==> src/rtl/pc_fetch_unit.sv <==
// Program-counter fetch unit: issues one instruction-memory request at a time,
// holds the returned word for the downstream stage, and follows redirects
// (including ones that arrive while a request is still outstanding).
module pc_fetch_unit #(
    parameter logic [31:0] RESET_PC = 32'h0000_0000
) (
    input  logic        clk,
    input  logic        resetn,
    input  logic [31:0] next_pc,
    input  logic        redirect,
    input  logic        stall,
    input  logic        imem_ack,
    input  logic [31:0] imem_rdata,
    output logic [31:0] seq_pc,
    output logic [31:0] pc,
    output logic        imem_req,
    output logic [31:0] imem_addr,
    output logic        inst_valid,
    output logic [31:0] inst,
    output logic        misalign
);

    localparam int unsigned XLEN     = 32;
    localparam int unsigned INST_LEN = 4;

    typedef enum logic [1:0] {
        S_IDLE = 2'd0,
        S_REQ  = 2'd1,
        S_HOLD = 2'd2,
        S_ERR  = 2'd3
    } state_e;

    state_e            state_q,      state_d;
    logic [XLEN-1:0]   pc_q,         pc_d;
    logic [XLEN-1:0]   inst_q,       inst_d;
    logic              inst_valid_q, inst_valid_d;
    logic              misalign_q,   misalign_d;
    logic              imem_req_q,   imem_req_d;
    logic              pend_q,       pend_d;
    logic [XLEN-1:0]   pend_pc_q,    pend_pc_d;

    logic              jump;
    logic [XLEN-1:0]   jump_tgt;

    // Sequential successor of the current pc, wraps modulo 2^32
    assign seq_pc = pc_q + XLEN'(INST_LEN);

    // Fetch address is the held pc, so it cannot move while a request waits
    assign imem_addr  = pc_q;
    assign pc         = pc_q;
    assign imem_req   = imem_req_q;
    assign inst       = inst_q;
    assign inst_valid = inst_valid_q;
    assign misalign   = misalign_q;

    // Next-state logic: state transitions, pending redirect, pc/inst updates
    always_comb begin
        state_d      = state_q;
        pc_d         = pc_q;
        inst_d       = inst_q;
        inst_valid_d = inst_valid_q;
        misalign_d   = misalign_q;
        pend_d       = pend_q;
        pend_pc_d    = pend_pc_q;
        jump         = 1'b0;
        jump_tgt     = '0;

        unique case (state_q)
            S_IDLE: begin
                // Any ack seen here belongs to an abandoned request
                if (redirect) begin
                    jump     = 1'b1;
                    jump_tgt = next_pc;
                end else begin
                    state_d = S_REQ;
                end
            end
            S_REQ: begin
                if (imem_ack) begin
                    pend_d = 1'b0;
                    if (redirect) begin
                        jump     = 1'b1;
                        jump_tgt = next_pc;
                    end else if (pend_q) begin
                        jump     = 1'b1;
                        jump_tgt = pend_pc_q;
                    end else begin
                        inst_d       = imem_rdata;
                        inst_valid_d = 1'b1;
                        state_d      = S_HOLD;
                    end
                end else if (redirect) begin
                    // Request must stay stable; remember latest target for the ack
                    pend_d    = 1'b1;
                    pend_pc_d = next_pc;
                end
            end
            S_HOLD: begin
                if (redirect) begin
                    jump     = 1'b1;
                    jump_tgt = next_pc;
                end else if (!stall) begin
                    pc_d         = seq_pc;
                    inst_valid_d = 1'b0;
                    state_d      = S_REQ;
                end
            end
            S_ERR: begin
                if (redirect) begin
                    jump     = 1'b1;
                    jump_tgt = next_pc;
                end
            end
            default: state_d = S_IDLE;
        endcase

        // Common redirect handling: aligned targets refetch, misaligned park in ERR
        if (jump) begin
            pc_d         = jump_tgt;
            inst_valid_d = 1'b0;
            if (jump_tgt[1:0] != 2'b00) begin
                misalign_d = 1'b1;
                state_d    = S_ERR;
            end else begin
                misalign_d = 1'b0;
                state_d    = S_REQ;
            end
        end

        imem_req_d = (state_d == S_REQ);
    end

    // State and datapath registers with asynchronous active-low reset
    always_ff @(posedge clk or negedge resetn) begin
        if (!resetn) begin
            state_q      <= S_IDLE;
            pc_q         <= RESET_PC;
            inst_q       <= '0;
            inst_valid_q <= 1'b0;
            misalign_q   <= 1'b0;
            imem_req_q   <= 1'b0;
            pend_q       <= 1'b0;
            pend_pc_q    <= '0;
        end else begin
            state_q      <= state_d;
            pc_q         <= pc_d;
            inst_q       <= inst_d;
            inst_valid_q <= inst_valid_d;
            misalign_q   <= misalign_d;
            imem_req_q   <= imem_req_d;
            pend_q       <= pend_d;
            pend_pc_q    <= pend_pc_d;
        end
    end

endmodule

==> config.mk <==
export PLATFORM = sky130hd
export DESIGN_NAME = pc_fetch_unit
export DESIGN_NICKNAME = d
export VERILOG_FILES = /design/src/rtl/pc_fetch_unit.sv
export SDC_FILE = /design/constraint.sdc
export NUM_CORES = 1
export LEC_CHECK = 0
export CAP_MARGIN = 5
export CORE_MARGIN = 1
export CORE_UTILIZATION = 40
export CTS_BUF_LIST = sky130_fd_sc_hd__clkbuf_8
export CTS_CLUSTER_DIAMETER = 30
export CTS_CLUSTER_SIZE = 8
export DETAILED_ROUTE_END_ITERATION = 8
export DONT_BUFFER_PORTS = 1
export GPL_ROUTABILITY_DRIVEN = 0
export SYNTH_ARGS = -nofsm -noshare
export SYNTH_HDL_FRONTEND = slang
export SYNTH_SLANG_ARGS = --single-unit
==> constraint.sdc <==
create_clock -name clk -period 5.9 [get_ports clk]
set_clock_uncertainty 0.1 [all_clocks]
set_input_delay 0.295 -clock clk [delete_from_list [all_inputs] [get_ports clk]]
set_output_delay 0.295 -clock clk [all_outputs]
set_load 0.01 [all_outputs]
# Word-level counts from Yosys, hierarchy flattened
# Index checks and enable logic that the tools add are counted.
totals:
  register_bits: 102
  input_bits: 69
  out_inout_bits: 131
  elab_cells: 67
op_classes:
  n_mux: 33
  n_eq_ne: 11
  bitwise: 3
  reduce_logical: 11
  add_sub_neg: 1
op_table:
  columns: ["operator", "n"]
  rows:
  - ["32-bit 2-to-1 mux", 8]
  - ["32-bit case mux with 2 select lines", 1]
  - ["32-bit by 3-bit adder with 32-bit output (second input constant)", 1]
  - ["2-bit 2-to-1 mux", 8]
  - ["3-bit != test (second input constant)", 5]
  - ["1-bit 2-to-1 mux", 13]
  - ["2-bit case mux with 3 select lines", 1]
  - ["3-bit AND reduction", 2]
  - ["6-bit AND reduction", 1]
  - ["2-bit nonzero test", 3]
  - ["2-bit by 1-bit equality test with 1-bit output (second input constant)", 2]
  - ["2-bit equality test (second input constant)", 2]
  - ["2-bit by 1-bit != test with 1-bit output (second input constant)", 2]
  - ["1-bit case mux with 2 select lines", 2]
  - ["4-bit AND reduction", 1]
  - ["1-bit inverter", 3]
  - ["3-bit nonzero test", 1]
  - ["3-bit OR reduction", 1]
  - ["2-bit logical NOT", 1]
  - ["2-bit AND reduction", 1]

# Logic depth before layout (Yosys ltp)
# Gate-level depths: netlist (run 1).
depth:
  ltp_word: 8
  depth_mapped: 7
  depth_no_buf: 6

# Least setup slack after synthesis (run 1)
# OpenSTA, ideal clock, no wires.
synth_timing:
  path_kind: "flip-flop to output port"
  start: "register pc_q[2] (netlist: imem_addr[2])"
  end: "output port seq_pc[24]"
  t_arrival_ns: 2.185
  setup_slack_ns: 3.320
  required_ns: 5.505
  path_buffers: 1
  path_stages_with_launch: 8
  path_cell_list: "dfrtp_1 ha_1 nand2_1 or4_1 buf_6 nor3_4 and3_1 xor2_1"
synth_via:
  elab_chain_cells: 1
synth_lines:
  columns: ["item", "line_no", "rtl"]
  rows:
  - ["from (decl)", "34", "logic [XLEN-1:0] pc_q, pc_d;"]
  - ["from (signal assigned)", "146", "pc_q <= pc_d;"]
  - ["32-bit by 3-bit adder with 32-bit output", "46", "assign seq_pc = pc_q + XLEN'(INST_LEN);"]
  - ["to (decl)", "14", "output logic [31:0] seq_pc,"]
# Every way passes these cells.

# Final worst setup path (run 1)
# Ends and elaborated chain as after synthesis.

==> results of run 1 <==
## worst max-delay path, cell delays in order, from the launching register on
cell     delay (ps)
dfrtp_1         630
ha_1            300
nand2_1         140
or4_1           870
nor3_4          350
and3_1          250
xor2_1          260
## metal layers
layer | vias to the layer above | wire, um | GRT usage, %
li1 | 1818 | - | -
met1 | 2012 | 6060 | 25.6
met2 | 184 | 6640 | 32.9
met3 | 16 | 1170 | 6.37
met4 | 0 | 176 | 7.03
met5 | - | 0 | 0
## area by class of cell
cell class / instances / share of cell area, %
Inverter: 7 / 0.413
Multi-Input combinational cell: 326 / 40.6
Clock buffer: 9 / 1.95
Timing Repair Buffer: 76 / 12.0
Tap cell: 176 / 3.46
Clock inverter: 7 / 1.51
Sequential cell: 102 / 40.1
## power by group through the flow
stage	Combinational, uW	Sequential [uW]	Clock, uW
6_report	962	1610	492
5_1_grt	1060	1680	539
4_1_cts	970	1610	513
3_5_place_dp	915	1620	0
3_3_place_gp	883	1610	0
2_1_floorplan	1040	1410	0
## registers in the layout, indices dropped and copies added, names as in the netlist
signal      cells
imem_addr      32
imem_req        1
inst           32
inst_valid      1
misalign        1
pend_pc_q      32
pend_q          1
state_q         2
## logic make-up (layout without fill, tap and decap cells)
group | Yosys count | after routing | share of synthesized area, %
AND/OR/NAND/NOR | 119 | 119 | 12.7
flip-flops | 102 | 102 | 46.0
multiplexers | 90 | 90 | 18.0
AO/OA/AOI/OAI | 88 | 88 | 10.9
buffers and inverters | 73 | 99 | 7.77
XOR/XNOR | 28 | 28 | 4.42
adder cells (fa/ha/maj) | 1 | 1 | 0.226
## path summary, 6_finish.rpt
check | from | cells after the start | endpoint
worst min-delay path | next_pc[0] | 2 | imem_addr[0]
worst max register to register | imem_addr[2] | 6 | imem_addr[24]
worst max-delay path | imem_addr[2] | 6 | seq_pc[24]
min in group asynchronous | resetn | 2 | imem_addr[12]
worst min register to register | pend_pc_q[30] | 1 | pend_pc_q[30]
max in group asynchronous | resetn | 2 | imem_addr[2]
## through the flow
stage / cells / total power [uW] / setup WS, ps / util, %
after floorplan: 501 / 2440 / 3320 / -
after global placement: 618 / 2500 / 2760 / 40.6
after detailed placement: 618 / 2540 / 2730 / 40.6
after CTS: 703 / 3100 / 2290 / 47.5
after global routing: 703 / 3280 / 2150 / 47.5
final: 703 / 3070 / 2330 / 47.5
## cells in the final DEF (no fill, tap or decap), types with 2 or more instances in the layout
master / instances
dfrtp_1: 102
mux2_2: 76
dlygate4sd3_1: 68
nand2_1: 30
a21oi_1: 23
xor2_1: 14
nor2_1: 14
xnor2_1: 14
o21ai_0: 14
mux2i_1: 14
nand3_1: 12
o22ai_1: 11
nor2b_1: 9
nor3_1: 9
clkbuf_8: 9
a311oi_1: 8
inv_1: 7
a211oi_1: 7
buf_4: 7
nand4_1: 6
a31oi_1: 5
or2_2: 4
or3_1: 4
nor3_2: 4
o22a_1: 4
and4_1: 3
nor4_4: 3
nor4_1: 3
and3_1: 3
nand2b_1: 3
o221a_2: 3
clkinvlp_4: 3
or4_1: 2
nand3b_1: 2
a21o_1: 2
bufinv_16: 2
## what timing repair did
action                                  4_1_cts  5_1_grt
endpoints found under the setup margin        0        0
hold endpoints to repair                    169        0
hold buffers                                 69        0
==> results_dict.tcl, run 1 <==
set metrics [dict create \
    post_dp_cell_area_um2 5440 \
    clkTransAtPathRegs_ps 90 \
    io_pins 200 \
    crit_type "register to primary output" \
    finalWirelength_um 14100 \
    ys_top_cells_by_count "dfrtp_1 (102), mux2_2 (76), buf_4 (35)" \
    antenna_found_initial 0 \
    maxSlewViolCount 0 \
    seq_area_frac_synth_pct 46.0 \
    num_antenna_cells 0 \
    fin_nets 592 \
    core_um2 13400 \
    period_needed_ps 3570 \
    synth_area_um2 5540 \
    synth_most_common_cell "dfrtp_1" \
    insertion_delay_ps 380 \
    yosysTopAreaCell "dfrtp_1" \
    synthArstFlopShare_pct 100 \
    via_count 4030 \
    seq_power_share_pct 52.6 \
    avgSynthCellArea_um2 11.1 \
    cts_root_buf "clkbuf_8" \
    hold_viol 0 \
    cts_sinks 102 \
    clkPwrFrac_pct 16.0 \
    cts_buffers 9 \
    combPwrFrac_pct 31.4 \
    initial_core_util_pct 41.4 \
    intPower_uw 1770 \
    row_count 42 \
    status "finished, final reports clean" \
    synth_area_leaders "dfrtp_1 (46%), mux2_2 (15%), buf_4 (4.7%)" \
    yosys.area.top_type_share_pct 46.0 \
    power_density_nw_per_um2 482 \
    dieHeight_um 120 \
    syn_to_final_growth_pct 14.8 \
    drc 0 \
    multi_input_area_um2 2580 \
    detail-route-antenna-nets 0 \
    drtIter0Drc 180 \
    grt_overflow 0 \
    cts_tree "yes" \
    syn-num-nets 571 \
    die_area_um2 14300 \
    tns_ps 0 \
    worstSetupStartpointType "register" \
    hp-class "input pin to register" \
    crit_fanout 10 \
    worst_hold_slack_ps 29.8 \
    power.leakage_uw 0.00258 \
    drive_gt1_share_pct 23.5 \
    period_share_pct 60.4 \
    p_switching_uw 1300 \
    worstPathRequired_ps 5510 \
    r2r_slack_ps 3000 \
    fp.dieW_um 120 \
    grt_pass1_wl_um 22400 \
    grt_setup_unrepaired "no" \
    hpwl_um 8750 \
    wl_per_cell_um 20.0 \
    grt_max_degree 103 \
    io_buffer_count 0 \
    design_area_um2 6360 \
    yosysUniqueCellTypes 53 \
    cap_violations 0 \
    swShare_pct 42.5 \
    dr.pass1.iters 4 \
    synthCells 501 \
    worst-slew-pin-transition_ps 1120 \
    cp.arrival_ps 3170 \
    grt_pass1_vias 4127 \
    grtUsageTotal_pct 20.4 \
    end_kind "primary output" \
    fmax_mhz 280 \
    clockBufferDepth 2 \
    yosysWarningCount 0 \
    fillers 1230 \
    cts_resized 0 \
    htreeDepth 3 \
    relSlewSlack_pct 25.3 \
    viasPerCell 5.73 \
    ys.flop_type "dfrtp_1" \
    synth-edff-count 0 \
    setup_viol 0 \
    ys_ff_latch 102 \
    cts_setup_buffers 0 \
    regArea_um2 2550 \
    ir_drop_v 0.000204 \
]
No activity file was read; power rests on OpenSTA's default activity.
==> run 2: changes to the inputs <==
clock period = 3 ns   (was 5.9 ns; I/O delays follow)
==> run 2 against run 1 <==
  * Flip-flop and latch count stayed put
  * Register-to-register slack got worse by 2400 ps
  * Global-route usage grew 0.82 points
  * Sequential power grew 92%
  * Worst setup slack got worse by 2200 ps
  * Largest cell class unchanged
==> results_dict.tcl, run 2 (same netlist as run 1, synthesis figures left out) <==
set metrics [dict create \
    final_cell_mix "dfrtp_1 (99), mux2_2 (76), dlygate4sd3_1 (71)" \
    drc 0 \
    dr.pass1.iters 4 \
    cts_root_buf "clkbuf_8" \
    dp_slack_ps 412 \
    worst-slew-pin-transition_ps 959 \
    crit_fanout 10 \
    drtIter0Drc 262 \
    maxSlewViolCount 0 \
    reg2reg_from "imem_addr[8]" \
    cp-startpoint "imem_addr[2]" \
    cp.arrival_ps 2610 \
    relSlewSlack_pct 35.9 \
    syn_to_final_growth_pct 17.2 \
    grt_overflow 0 \
    finalWirelength_um 14700 \
    antenna_found_initial 1 \
    fin_ws_ps 145 \
    via_count 4074 \
    grt_pass1_wl_um 23300 \
    grtUsageTotal_pct 21.2 \
    clkTransAtPathRegs_ps 100 \
    clockBufferDepth 2 \
    grt_max_degree 103 \
    min_from "imem_ack" \
    cts_buffers 9 \
    grt_pass1_vias 4353 \
    grt_setup_unrepaired "no" \
    cap_violations 0 \
    period_share_pct 95.2 \
    worstSetupStartpointType "register" \
    wl_per_cell_um 20.4 \
    row_count 42 \
    detail-route-antenna-nets 0 \
    hpwl_um 9170 \
    cts_sinks 102 \
    status "finished, final reports clean" \
    dp.cells 629 \
    stdcell_count 718 \
    insertion_delay_ps 380 \
    design_area_um2 6490 \
    cts_tree "yes" \
    fmax_mhz 350 \
    htreeDepth 3 \
    power_density_nw_per_um2 936 \
    cts_setup_buffers 0 \
    end_kind "primary output" \
    fin_nets 606 \
    io_buffer_count 0 \
    design_power_total_uw 6080 \
    io_pins 200 \
    hp-class "input pin to register" \
    setup_viol 0 \
    post_dp_cell_area_um2 5560 \
    dieHeight_um 120 \
    core_um2 13400 \
    ir_drop_v 0.000452 \
    die_area_um2 14300 \
    drive_gt1_share_pct 25.3 \
    tns_ps 0 \
    crit_type "register to primary output" \
    initial_core_util_pct 41.4 \
    viasPerCell 5.67 \
    period_needed_ps 2860 \
    hold_viol 0 \
    worstPathRequired_ps 2750 \
    final_common_cell "dfrtp_1" \
    fp.dieW_um 120 \
    power.leakage_uw 0.00266 \
]
[run 2: changes by cell type in the layout (fill, tap and decap cells not counted), sizes merged, moves of 2 or more]
cell and delta:
buf +11, dlygate4sd3 +3, clkinv +2, clkinvlp -2
[run 2: worst paths after layout]
| check | to | slack (ps) | cells after the start |
|---|---|---|---|
| max in group asynchronous | imem_addr[4] | 2060 | 2 |
| max | seq_pc[24] | 140 | 7 |
| min reg2reg | pend_pc_q[30] | 410 | 1 |
| min | inst_valid | 20 | 3 |
| max reg2reg | imem_addr[31] | 650 | 5 |
| min in group asynchronous | imem_addr[20] | 280 | 2 |
[run 2: layout make-up]
class	count	area, um^2
Antenna cell	1	2.50
Clock buffer	9	124
Tap cell	176	220
Fill cell	1198	6910
Clock inverter	7	67.6
Sequential cell	102	2560
Inverter	7	26.3
Multi-Input combinational cell	326	2590
Timing Repair Buffer	90	911
[run 2: per-stage QoR]
stage                     hold WS (ps)  utilization [%]
after global routing              7.83             48.5
after floorplan                   -246                -
final                             24.1             48.5
after global placement            -242             41.5
after detailed placement          -243             41.5
after CTS                        0.242             48.4
[run 2: timing repair]
action                                  in CTS  in global routing
endpoints found under the setup margin       1                  1
hold endpoints to repair                   185                  0
resized for setup                            1                  3
hold buffers                                72                  0
[run 2: worst max-delay path, cell delays in order, from the launching register on]
cell     delay, ps
dfrtp_1        360
ha_1           220
nand2_1        140
or4_1          540
buf_4          210
nor3_4         260
and3_1         240
xor2_1         260
[run 2: layer usage]
metal  global-route usage (%)  up-vias  part of all wire, %
met3                     6.08        6                  9.0
met2                     34.0      184                   48
met1                     26.9     2030                   42
met5                        0        -                    0
li1                         -     1854                    -
met4                     8.20        0                 0.42
[run 2: power by group]
| part | total [uW] | leakage [uW] | internal [uW] | switching (uW) |
|---|---|---|---|---|
| registers | 3090 | 0.00121 | 2040 | 1050 |
| clock network | 875 | 0.000102 | 382 | 493 |
| logic | 2110 | 0.00134 | 1050 | 1060 |
| total | 6080 | 0.00266 | 3480 | 2600 |
